$ cat src/rtl/arith_pkg.sv
// Shared definitions for the bit-serial arithmetic datapath cells.
// Holds the serial FSM state encoding and the default operand width.
package arith_pkg;

  localparam int DEFAULT_WIDTH = 4;

  typedef enum logic [1:0] {
    IDLE = 2'b00,
    RUN  = 2'b01,
    DONE = 2'b10
  } state_e;

endpackage

$ cat src/rtl/full_subtractor.sv
// Single-bit full subtractor cell: d = a - b - bin with borrow out.
// Counterpart of the full_adder cell used by the ripple adder.
module full_subtractor (
  input  logic a,
  input  logic b,
  input  logic bin,
  output logic d,
  output logic bout
);

  assign d    = a ^ b ^ bin;
  // Borrow when b exceeds a, or when they are equal and a borrow comes in.
  assign bout = (~a & b) | (~(a ^ b) & bin);

endmodule

$ cat src/rtl/serial_subtractor.sv
// Bit-serial unsigned subtractor: diff = a - b, one bit per clock, LSB first.
// Operands and results move over valid/ready handshakes; final borrow is underflow.
module serial_subtractor
  import arith_pkg::*;
#(
  parameter int WIDTH = DEFAULT_WIDTH
) (
  input  logic             clk,
  input  logic             rst,
  input  logic             in_valid,
  output logic             in_ready,
  input  logic [WIDTH-1:0] a,
  input  logic [WIDTH-1:0] b,
  output logic             out_valid,
  input  logic             out_ready,
  output logic [WIDTH-1:0] diff,
  output logic             underflow
);

  localparam int CNT_W = (WIDTH > 1) ? $clog2(WIDTH) : 1;

  state_e           state_r;
  state_e           state_nxt_s;
  logic [WIDTH-1:0] a_sh_r;
  logic [WIDTH-1:0] b_sh_r;
  logic [WIDTH-1:0] diff_r;
  logic [CNT_W-1:0] cnt_r;
  logic             borrow_r;
  logic             underflow_r;
  logic             in_ready_r;
  logic             out_valid_r;
  logic             accept_s;
  logic             last_s;
  logic             d_s;
  logic             bout_s;

  full_subtractor u_fs (
    .a    (a_sh_r[0]),
    .b    (b_sh_r[0]),
    .bin  (borrow_r),
    .d    (d_s),
    .bout (bout_s)
  );

  assign accept_s = in_valid & in_ready_r;
  assign last_s   = (cnt_r == CNT_W'(WIDTH - 1));

  // Next-state selection for the IDLE -> RUN -> DONE sequence.
  always_comb begin
    state_nxt_s = state_r;
    case (state_r)
      IDLE: begin
        if (accept_s) begin
          state_nxt_s = RUN;
        end else begin
          state_nxt_s = IDLE;
        end
      end
      RUN: begin
        if (last_s) begin
          state_nxt_s = DONE;
        end else begin
          state_nxt_s = RUN;
        end
      end
      DONE: begin
        if (out_ready) begin
          state_nxt_s = IDLE;
        end else begin
          state_nxt_s = DONE;
        end
      end
      default: begin
        state_nxt_s = IDLE;
      end
    endcase
  end

  // State register; handshake flags are registered from the next state.
  always_ff @(posedge clk) begin
    if (rst) begin
      state_r     <= IDLE;
      in_ready_r  <= 1'b1;
      out_valid_r <= 1'b0;
    end else begin
      state_r     <= state_nxt_s;
      in_ready_r  <= (state_nxt_s == IDLE);
      out_valid_r <= (state_nxt_s == DONE);
    end
  end

  // Operand shifting, borrow chain, bit counter and result capture.
  always_ff @(posedge clk) begin
    if (rst) begin
      a_sh_r      <= '0;
      b_sh_r      <= '0;
      diff_r      <= '0;
      cnt_r       <= '0;
      borrow_r    <= 1'b0;
      underflow_r <= 1'b0;
    end else begin
      case (state_r)
        IDLE: begin
          if (accept_s) begin
            a_sh_r   <= a;
            b_sh_r   <= b;
            borrow_r <= 1'b0;
            cnt_r    <= '0;
          end
        end
        RUN: begin
          // Difference bits enter at the MSB so bit 0 lands at diff[0] last.
          a_sh_r   <= a_sh_r >> 1;
          b_sh_r   <= b_sh_r >> 1;
          diff_r   <= {d_s, diff_r[WIDTH-1:1]};
          borrow_r <= bout_s;
          cnt_r    <= cnt_r + CNT_W'(1);
          if (last_s) begin
            underflow_r <= bout_s;
          end
        end
        DONE: begin
          diff_r <= diff_r;
        end
        default: begin
          diff_r <= diff_r;
        end
      endcase
    end
  end

  assign in_ready  = in_ready_r;
  assign out_valid = out_valid_r;
  assign diff      = diff_r;
  assign underflow = underflow_r;

endmodule

$ cat config.mk
export PLATFORM = sky130hd
export DESIGN_NAME = serial_subtractor
export DESIGN_NICKNAME = d
export VERILOG_FILES = /design/src/rtl/arith_pkg.sv /design/src/rtl/full_subtractor.sv /design/src/rtl/serial_subtractor.sv
export SDC_FILE = /design/constraint.sdc
export NUM_CORES = 1
export LEC_CHECK = 0
export ABC_AREA = 0
export CAP_MARGIN = 20
export CORE_MARGIN = 5
export CORE_UTILIZATION = 43
export CTS_CLUSTER_DIAMETER = 80
export CTS_CLUSTER_SIZE = 28
export DETAILED_ROUTE_END_ITERATION = 6
export PLACE_DENSITY_LB_ADDON = 0.08
export SKIP_CTS_REPAIR_TIMING = 1
export SYNTH_ARGS = -nofsm -noshare
export SYNTH_HDL_FRONTEND = slang
export SYNTH_HIERARCHICAL = 1
export SYNTH_SLANG_ARGS = --single-unit
export TNS_END_PERCENT = 10
$ cat constraint.sdc
create_clock -name clk -period 1.2 [get_ports clk]
set_input_delay 0.12 -clock clk [delete_from_list [all_inputs] [get_ports clk]]
set_output_delay 0.12 -clock clk [all_outputs]
set_load 0.01 [all_outputs]
### Word-level counts from Yosys, hierarchy flattened

Cells that the tools add are included.

| operators by class | value |
|---|---|
| bitwise operators | 8 |
| reductions and logical operators | 5 |
| $add $sub $neg | 1 |
| equal/unequal tests | 5 |
| mux-type cells | 12 |

Operators by type and width:

| operator | count |
|---|---|
| $pmux W4 S2 | 2 |
| $mux W4 | 2 |
| $eq A2 B2 Y1 const B | 3 |
| $mux W2 | 3 |
| $pmux W2 S3 | 1 |
| $logic_not A2 Y1 | 2 |
| $pmux W2 S2 | 1 |
| $reduce_and A2 Y1 | 2 |
| $and A1 B1 Y1 | 3 |
| $add A2 B1 Y2 const B | 1 |
| $eq A2 B1 Y1 const B | 1 |
| $mux W1 | 2 |
| $ne A2 B2 Y1 const B | 1 |
| $not A1 Y1 | 2 |
| $pmux W1 S2 | 1 |
| $reduce_bool A2 Y1 | 1 |
| $xor A1 B1 Y1 | 2 |
| $or A1 B1 Y1 | 1 |

| word-level totals | value |
|---|---|
| bits of input ports | 12 |
| output and inout port bits | 7 |
| register bits | 20 |
| logic and storage cells | 40 |

### Logic depth before layout (Yosys ltp)

Gate-level depths: netlist (run 1).

| logic depth | value |
|---|---|
| depth after elaboration | 5 |
| mapped depth | 5 |
| depth with buffers taken out | 5 |

### By module

Netlist (run 1), hierarchy kept.

By module, submodules not included:

| module | area an instance (um2) | cells each | seq. area each (um2) | times used |
|---|---|---|---|---|
| serial_subtractor | 859.6 | 89 | 400.4 | 1 |
| full_subtractor | 31.3 | 4 | 0.0 | 1 |

### Least setup slack after synthesis (run 1)

Ideal clock, no wire load.

| timing path | value |
|---|---|
| path kind | register to register |
| from | register state_r[1] |
| to | register a_sh_r[0] |
| required time | 1,078 ps |
| path slack | -98 ps |
| path buffers | 1 |
| setup time | 122 ps |
| data arrival time | 1,177 ps |
| stages on the path, launching flop included | 5 |
| path through | dfxtp_1 -> nand2b_2 -> buf_6 -> mux2_4 -> o311a_1 |

| on the way | value |
|---|---|
| cells in the longest elaborated chain, start to end | 3 |
| elaborated cells between the ends (all ways) | 6 |
| classes of those cells | eq/ne (2); mux (1); reduce/logical (3) |

RTL lines:

| item | line | source |
|---|---|---|
| from (decl) | serial_subtractor.sv:22 | `state_e state_r;` |
| from (signal assigned) | serial_subtractor.sv:86 | `state_r <= state_nxt_s;` |
| $eq A2 B1 Y1 / $logic_not A2 Y1 (equally long branches) | serial_subtractor.sv:102 | `case (state_r)` |
| $reduce_bool A2 Y1 (no line) / $ne A2 B2 Y1 (equally long branches) | - |  |
| $reduce_and A2 Y1 (no line) | - |  |
| to (signal assigned) | serial_subtractor.sv:113 | `a_sh_r <= a_sh_r >> 1;` |
| to (decl) | serial_subtractor.sv:24 | `logic [WIDTH-1:0] a_sh_r;` |

Parallel ways exist; a longest one is shown, timed or not.
A chain may end at the register's enable or synchronous reset.

### Worst setup path after layout (run 1)

| timing path | value |
|---|---|
| from | register state_r[1] |
| to | register b_sh_r[1] |

| on the way | value |
|---|---|
| cells in the longest elaborated chain, start to end | 3 |
| elaborated cells between the ends (all ways) | 6 |
| classes of those cells | eq/ne (2); mux (1); reduce/logical (3) |

RTL lines:

| item | line | source |
|---|---|---|
| $eq A2 B1 Y1 / $logic_not A2 Y1 (equally long branches) | serial_subtractor.sv:102 |  |
| $reduce_bool A2 Y1 (no line) / $ne A2 B2 Y1 (equally long branches) | - |  |
| $reduce_and A2 Y1 (no line) | - |  |
| to (signal assigned) | serial_subtractor.sv:114 | `b_sh_r <= b_sh_r >> 1;` |
| to (decl) | serial_subtractor.sv:25 | `logic [WIDTH-1:0] b_sh_r;` |

Parallel ways exist; a longest one is shown, timed or not.

==> metrics.yaml, run 1 <==
mostFrequentLayoutCell: "dfxtp_1"
grt.overflow.total: 0
cts.htree.levels: 1
clock_path_buffers: 2
die_h_um: 55.5
tns_ns: -0.0519
avgSynthCellArea_um2: 9.58
routed_wl_um: 1830
fin_nets: 131
power_density_nw_per_um2: 1150
dp.cells: 139
post-route-util_pct: 61.7
yosysUniqueCellTypes: 22
hp-class: "in2reg"
ios: 19
synthToLayoutAreaGrowth_pct: 35.8
hpwlAfterDp_um: 1300
cts-root-buf: "clkbuf_4"
period_needed_ns: 1.21
finalWorstSetupSlack_ns: -0.0106
hold_violations: 0
synthCells: 93
fp-row-count: 16
drc: 0
drt_iter0_drc: 8
start_util_pct: 45.4
grt_pass1_vias: 717
endpoint_kind: "register"
grt_max_degree: 22
cp-startpoint: "state_r[1]"
maxSlewViolCount: 0
layout-drive-gt1-share_pct: 22.4
r2r-start: "state_r[1]"
crit_type: "reg2reg"
slowest_stage: "dfxtp_2"
fmax_ghz: 0.826
drt_pass1_iterations: 4
cts_buffers: 3
max-cap-violations: 0
synth_warnings: 6
start_kind: "register"
die-area_um2: 3080
crit_end: "b_sh_r[1]"
cp.required_ns: 1.41
drt-wirelength-per-cell_um: 12.8
layout_common_cells: "dfxtp_1, nand2_1, a21oi_1, clkdlybuf4s50_1"
worstPathArrival_ns: 1.42
rr_worst_depth: 3
gp_congestion: 0.718
io_buffers: 18
num_vias: 714
rsz0062_at_grt: "yes"
grt_pass1_wl_um: 3080
die_x_um: 55.5
slowest_delay_ns: 0.34
dp_slack_ns: -0.0919
core-area_um2: 1960
synth_nets: 107
leakage_nw: 0.598
finalSetupViolCount: 6
antenna_found_initial: 0
cts.sinks: 20
r2r_end: "b_sh_r[1]"
whs_ns: 0.358
fin_crit_sh_pct: 101
cts_tree: "yes"
seq_area_frac_synth_pct: 44.9
outcome: "complete, but fails checks"
clock_skew_ns: 0.00776
routed_via_density: 4.99
antenna_left: 0
ir_drop_uv: 618
syn-cell-area_um2: 891
ys_ff_latch: 20
slew_headroom_pct: 83.6
worst_pin_slew_ns: 0.246
fin_cells: 143
rrSetupSlack_ns: -0.01
cp_cell_sequence: "nand2b_4 -> mux2_4 -> o311a_1"
critPathMaxFanout: 7
path_clk_slew_ns: 0.11
violations: "negative setup slack"
clkLatencyLatePin_ns: 0.30
n_antenna_cell: 0
grt.total_usage_pct: 12.7
synthesized netlist by cell type:
master	n	area, µm²
dfxtp_1	20	400
nand2_1	13	48.8
a21oi_1	11	55.1
o21ai_0	7	35.0
o21bai_1	6	45.0
o311a_1	6	60.1
inv_1	5	18.8
mux2_4	5	75.1
clkbuf_1	3	11.3
nor2_1	3	11.3
buf_2	2	10.0
mux2_2	2	22.5
a21oi_2	1	8.76
and4bb_2	1	12.5
buf_6	1	11.3
fa_1	1	20.0
ha_1	1	12.5
nand2b_2	1	8.76
nand3_1	1	5.00
nor2b_1	1	6.26
nor3_1	1	5.00
nor3b_1	1	7.51
registers in the layout (all words and copies together) (netlist names):
register	flops
a_sh_r	4
b_sh_r	4
borrow_r	1
cnt_r	2
diff	4
in_ready	1
out_valid	1
state_r	2
underflow	1
worst min-delay path by stage:
stage                  start          to  slack (ns)  cells after the start
floorplan                rst  state_r[0]        0.19                      1
global placement    cnt_r[0]    cnt_r[0]        0.44                      1
detailed placement  cnt_r[0]    cnt_r[0]        0.45                      1
CTS                     b[3]   b_sh_r[3]        0.35                      3
global route            b[3]   b_sh_r[3]        0.35                      3
finish                  a[3]   a_sh_r[3]        0.36                      3
kinds of logic (layout without fill, tap and decap cells):
group                      count (synthesis)  after routing  share of synthesized area [%]
and+or+nand+nor                           22             22                           11.8
muxes                                      7              7                           11.0
adders and majority gates                  2              2                           3.65
DFF                                       20             20                           44.9
AOI/OAI and AO/OA                         31             31                           22.9
buffers and inverters                     11             34                           5.76
power breakdown:
part	switching [mW]	leakage (nW)	internal (mW)
registers	0.0263	0.165	0.708
clock network	0.204	0.0210	0.185
logic	0.110	0.413	0.162
total	0.340	0.598	1.06
critical path, delay by kind of cell, from the launching register on:
family,cells,cell delay (ns)
AO/OA/AOI/OAI,1,0.28
flip-flops,1,0.34
AND/OR/NAND/NOR,1,0.19
multiplexers,1,0.31
metrics by stage:
| stage | area, µm² | total power, mW |
|---|---|---|
| 5_1_grt | 1210 | 1.46 |
| 2_1_floorplan | 898 | 0.911 |
| 6_report | 1210 | 1.40 |
| 3_3_place_gp | 1140 | 1.01 |
| 3_5_place_dp | 1140 | 1.02 |
| 4_1_cts | 1180 | 1.41 |
final cells by class:
type                    count  area, µm²
fillers                   193        752
multi-input cells          62        453
well taps                  27       33.8
inverters                   5       18.8
repair buffers             25        263
clock buffers               4       36.3
flip-flops and latches     20        405
routing by layer:
layer | vias to the layer above | GRT usage [%] | share of wire, %
li1 | 370 | - | -
met1 | 325 | 15.0 | 47
met2 | 15 | 21.1 | 47
met3 | 4 | 2.80 | 4.1
met4 | 0 | 7.29 | 1.9
met5 | - | 0 | 0
No activity file was read; power rests on OpenSTA's default activity.
==> run 2, diff against run 1 <==
--- a/config.mk
+++ b/config.mk
@@ -12,6 +12,7 @@
 export CTS_CLUSTER_DIAMETER = 80
 export CTS_CLUSTER_SIZE = 28
 export DETAILED_ROUTE_END_ITERATION = 6
+export GPL_TIMING_DRIVEN = 0
 export PLACE_DENSITY_LB_ADDON = 0.08
 export SKIP_CTS_REPAIR_TIMING = 1
 export SYNTH_ARGS = -nofsm -noshare
==> run 2 against run 1 <==
  * The flow still finishes with violations (negative setup slack)
  * Die area unchanged
  * Sequential cell count stayed put
  * First-iteration DRC count decreased by 25%
  * Maximum frequency decreased by 8.3%
  * Hold slack worse by 0.0069 ns
  * Critical endpoint is now diff[3]
  * Combinational power up 3%
  * Total power up 1.1%
  * Worst setup slack lost 0.11 ns
  * Final cell count up 1.4%
==> metrics.yaml, run 2 (synthesis gave the netlist of run 1 again) <==
hpwlAfterDp_um: 1420  # was 1300 µm
post-route-util_pct: 62.1  # was 61.7%
maxSlewViolCount: 0  # unchanged
clock_path_buffers: 2  # unchanged
slowest_delay_ns: 0.53  # was 0.34 ns
fin_cells: 145  # was 143
drc: 0  # unchanged
num_vias: 754  # was 714
grt_pass1_vias: 768  # was 717
start_util_pct: 45.4  # unchanged
fp-row-count: 16  # unchanged
worst_pin_slew_ns: 0.463  # was 0.246 ns
fin_nets: 133  # was 131
crit_type: "reg2out"  # was reg2reg
hp-class: "in2reg"  # unchanged
finalWorstSetupSlack_ns: -0.120  # was -0.0106 ns
whs_ns: 0.351  # was 0.358 ns
routed_via_density: 5.20  # was 4.99
gp_congestion: 0.711  # was 0.718
clock_skew_ns: 0.00593  # was 0.00776 ns
drt_pass1_iterations: 4  # unchanged
finalSetupViolCount: 7  # was 6
die_h_um: 55.5  # unchanged
grt.total_usage_pct: 14.2  # was 12.7%
slowest_stage: "clkdlybuf4s50_1"  # was dfxtp_2
layout_common_cells: "dfxtp_1, nand2_1, clkdlybuf4s50_1"  # was dfxtp_1, nand2_1, a21oi_1, clkdlybuf4s50_1
cts_buffers: 3  # unchanged
mostFrequentLayoutCell: "dfxtp_1"  # unchanged
max-cap-violations: 0  # unchanged
path_clk_slew_ns: 0.11  # about the same
hold_violations: 0  # unchanged
period_needed_ns: 1.32  # was 1.21 ns
io_buffers: 18  # unchanged
fillers: 189  # was 193
critPathMaxFanout: 3  # was 7
critPathBufInv: 1  # was 0
rsz0062_at_grt: "yes"  # unchanged
core-area_um2: 1960  # unchanged
drt-wirelength-per-cell_um: 13.6  # was 12.8 µm
leakage_nw: 0.584  # was 0.598 nW
violations: "negative setup slack"  # unchanged
die-area_um2: 3080  # unchanged
grt_max_degree: 12  # was 22
drt_iter0_drc: 6  # was 8
die_x_um: 55.5  # unchanged
worstPathArrival_ns: 1.20  # was 1.42 ns
tns_ns: -0.688  # was -0.0519 ns
start_kind: "register"  # unchanged
n_antenna_cell: 0  # unchanged
cts.sinks: 20  # unchanged
clkLatencyLatePin_ns: 0.30  # about the same
cts_tree: "yes"  # unchanged
cp_cell_sequence: "clkdlybuf4s50_1"  # was nand2b_4 -> mux2_4 -> o311a_1
multi_input_area_um2: 455  # was 453 µm²
grt_pass1_wl_um: 3530  # was 3080 µm
grt.overflow.total: 0  # unchanged
seqCellArea_um2: 408  # was 405 µm²
layout-drive-gt1-share_pct: 22.9  # was 22.4%
cp.required_ns: 1.08  # was 1.41 ns
crit_family: "buffers and inverters"  # was flip-flops
cts.htree.levels: 1  # unchanged
dp.cells: 138  # was 139
antenna_found_initial: 0  # unchanged
ios: 19  # unchanged
fmax_ghz: 0.758  # was 0.826 GHz
power_density_nw_per_um2: 1160  # was 1150 nW/µm²
outcome: "complete, but fails checks"  # unchanged
antenna_left: 0  # unchanged
synthToLayoutAreaGrowth_pct: 36.8  # was 35.8%
routed_wl_um: 1970  # was 1830 µm
fin_crit_sh_pct: 110  # was 101%
ir_drop_uv: 677  # was 618 µV
endpoint_kind: "output port"  # was register
slew_headroom_pct: 69.2  # was 83.6%
cts-root-buf: "clkbuf_4"  # unchanged
## run 2: where the power goes
part           switching, mW  total [mW]  internal [mW]
registers             0.0324       0.740          0.708
clock network          0.206       0.391          0.185
logic                  0.114       0.280          0.166
total                  0.352        1.41           1.06
## run 2: cell type report
cell class                      instances  area share, %
Timing Repair Buffer                   21           17.9
Sequential cell                        20           33.5
Inverter                                5           1.54
Clock buffer                            4           2.98
Buffer                                  6           4.00
Tap cell                               27           2.77
Multi-Input combinational cell         62           37.4
## run 2: final timing paths
kind                            slack [ns]       start  cells past startpoint         to
worst max-delay path                 -0.12     diff[3]                      1    diff[3]
worst min-delay path                  0.35        b[3]                      3  b_sh_r[3]
worst min register to register        0.46    cnt_r[0]                      1   cnt_r[0]
worst max register to register       -0.12  state_r[1]                      4  b_sh_r[0]
## run 2: per-layer routing
metal | share of wire [%] | track usage (%)
met1 | 46 | 18.1
met2 | 48 | 22.8
met4 | 1.3 | 6.25
met3 | 4.8 | 3.26
met5 | 0 | 0
## run 2: through the flow
stage	total power, mW	setup slack, ns	area [µm²]
3_5_place_dp	1.01	-0.379	1110
6_report	1.41	-0.120	1220
2_1_floorplan	0.911	-0.0533	898
3_3_place_gp	0.995	-0.367	1110
5_1_grt	1.49	-0.165	1220
4_1_cts	1.40	-0.213	1150
==> run 3, diff against run 2 <==
--- a/config.mk
+++ b/config.mk
@@ -17,6 +17,5 @@
 export SKIP_CTS_REPAIR_TIMING = 1
 export SYNTH_ARGS = -nofsm -noshare
 export SYNTH_HDL_FRONTEND = slang
-export SYNTH_HIERARCHICAL = 1
 export SYNTH_SLANG_ARGS = --single-unit
 export TNS_END_PERCENT = 10
==> run 3 against run 2 <==
  * The flow still finishes with violations (negative setup slack)
  * Hold slack better by 0.012 ns
  * Die area decreased by 1.3%
  * Utilization down 1.7 points
  * Critical path depth rose by 3
==> metrics.yaml, run 3 <==
stdcell_area_um2: 1180  # was 1220 µm²
fillers: 195  # was 189
fin_crit_sh_pct: 111  # was 110%
grt.overflow.total: 0  # unchanged
rsz0062_at_grt: "yes"  # unchanged
synthFlopType: "dfxtp_1"  # unchanged
cp.required_ns: 1.40  # was 1.08 ns
fmax_ghz: 0.753  # was 0.758 GHz
endpoint_kind: "register"  # was output port
slew_headroom_pct: 71.5  # was 69.2%
synthCells: 89  # was 93
grt.total_usage_pct: 14.6  # was 14.2%
start_kind: "register"  # unchanged
maxSlewViolCount: 0  # unchanged
yosys.cell_count.top_type: "dfxtp_1"  # unchanged
syn-cell-area_um2: 877  # was 891 µm²
fin_cells: 138  # was 145
seq_area_frac_synth_pct: 45.6  # was 44.9%
grt_pass1_wl_um: 3080  # was 3530 µm
placed_area_um2: 1100  # was 1110 µm²
drc: 0  # unchanged
grt_pass1_vias: 742  # was 768
period_needed_ns: 1.33  # was 1.32 ns
grt_max_degree: 13  # was 12
finalSetupViolCount: 7  # unchanged
cts_buffers: 3  # unchanged
synth_top_area_share_pct: 45.6  # was 44.9%
ir_drop_uv: 800  # was 677 µV
max-cap-violations: 0  # unchanged
die_h_um: 55.2  # was 55.5 µm
worst_pin_slew_ns: 0.427  # was 0.463 ns
start_util_pct: 44.7  # was 45.4%
synthToLayoutAreaGrowth_pct: 35.1  # was 36.8%
rr_worst_depth: 4  # unchanged
leakage_nw: 0.571  # was 0.584 nW
ys_top_cells_by_area: "dfxtp_1, mux2_4, o311a_1, a21oi_1, nand2_1"  # unchanged
layout_common_cells: "dfxtp_1, nand2_1, clkdlybuf4s50_1"  # unchanged
io_buffers: 18  # unchanged
synth_nets: 103  # was 107
async_flop_share_pct: 0  # unchanged
hp-class: "in2reg"  # unchanged
fp-row-count: 16  # unchanged
violations: "negative setup slack"  # unchanged
synth_common_cells: "dfxtp_1, nand2_1, a21oi_1"  # unchanged
routed_via_density: 5.27  # was 5.20
layout-drive-gt1-share_pct: 19.8  # was 22.9%
cts.sinks: 20  # unchanged
core-area_um2: 1960  # unchanged
synth_enable_flop_cells: 0  # unchanged
finalWorstSetupSlack_ns: -0.129  # was -0.120 ns
cts.htree.levels: 1  # unchanged
clock_path_buffers: 2  # unchanged
drt-wirelength-per-cell_um: 13.2  # was 13.6 µm
antenna_left: 0  # unchanged
hpwlAfterDp_um: 1340  # was 1420 µm
clkLatencyLatePin_ns: 0.30  # about the same
die_x_um: 55.2  # was 55.5 µm
cts-root-buf: "clkbuf_4"  # unchanged
worstPathArrival_ns: 1.53  # was 1.20 ns
clock_skew_ns: 0.00804  # was 0.00593 ns
ios: 19  # unchanged
yosysUniqueCellTypes: 25  # was 22
path_clk_slew_ns: 0.12  # was 0.11 ns
outcome: "complete, but fails checks"  # unchanged
die-area_um2: 3040  # was 3080 µm²
hold_violations: 0  # unchanged
avgSynthCellArea_um2: 9.85  # was 9.58 µm²
antenna_found_initial: 0  # unchanged
ys_ff_latch: 20  # unchanged
drt_pass1_iterations: 4  # unchanged
cts_tree: "yes"  # unchanged
routed_wl_um: 1820  # was 1970 µm
crit_type: "reg2reg"  # was reg2out
critPathMaxFanout: 10  # was 3
gp_congestion: 0.742  # was 0.711
mostFrequentLayoutCell: "dfxtp_1"  # unchanged
power_density_nw_per_um2: 1290  # was 1160 nW/µm²
synth_area_leader_cell: "dfxtp_1"  # unchanged
post-route-util_pct: 60.4  # was 62.1%
synth_warnings: 0  # was 6
num_vias: 727  # was 754
dp.cells: 134  # was 138
power_mw: 1.53  # was 1.41 mW
hold_depth: 3  # unchanged
fin_nets: 126  # was 133
n_antenna_cell: 0  # unchanged
drt_iter0_drc: 15  # was 6
==> run 3: kinds of logic (layout without fill, tap and decap cells) <==
logic type	Yosys count	count (layout)	synth area share [%]
buf+inv	9	31	5.28
flops	20	20	45.6
fa+ha+maj	2	2	3.71
simple gates	21	21	11.4
mux	7	7	11.1
compound gates	30	30	22.8
==> run 3: per-layer routing <==
| layer | vias up | global-route usage [%] | share of wire, % |
|---|---|---|---|
| met4 | 0 | 8.50 | 2.1 |
| met1 | 334 | 17.5 | 45 |
| met5 | - | 0 | 0 |
| li1 | 368 | - | - |
| met2 | 21 | 23.2 | 47 |
| met3 | 4 | 4.02 | 6.2 |
==> run 3: worst max-delay path, stage by stage, from the launching register on <==
cell and delay, ns:
dfxtp_2 0.36, nand2b_4 0.14, buf_8 0.14, mux2_4 0.30
o311a_1 0.28
==> run 3: area by class of cell <==
cell class / instances / area, µm² / share of cell area, %
Tap cell: 27 / 33.8 / 2.85
Clock buffer: 3 / 22.5 / 1.90
Sequential cell: 20 / 407 / 34.3
Multi-Input combinational cell: 60 / 439 / 37.1
Buffer: 6 / 43.8 / 3.70
Timing Repair Buffer: 18 / 198 / 16.7
Inverter: 3 / 11.3 / 0.950
Clock inverter: 1 / 30.0 / 2.53
==> run 3: through the flow <==
step	hold WS (ns)	TNS, ns	worst slack (ns)
after global placement	0.445	-5.70	-0.474
final	0.363	-0.652	-0.129
after CTS	0.359	-4.39	-0.318
after global routing	0.371	-1.53	-0.173
after floorplan	0.192	-0.229	-0.0458
after detailed placement	0.454	-5.88	-0.509
==> run 3: power by group <==
part | leakage [nW] | internal [mW] | total, mW | switching, mW
Clock | 0.0279 | 0.338 | 0.548 | 0.211
Sequential | 0.165 | 0.707 | 0.735 | 0.0277
Combinational | 0.379 | 0.146 | 0.251 | 0.104
==> run 3: worst paths after layout <==
path              slack (ns)        end        from
setup / recovery       -0.13  b_sh_r[2]  state_r[1]
hold / removal          0.36  a_sh_r[3]        a[3]
setup reg to reg       -0.13  b_sh_r[2]  state_r[1]
hold reg to reg         0.47   cnt_r[0]    cnt_r[0]
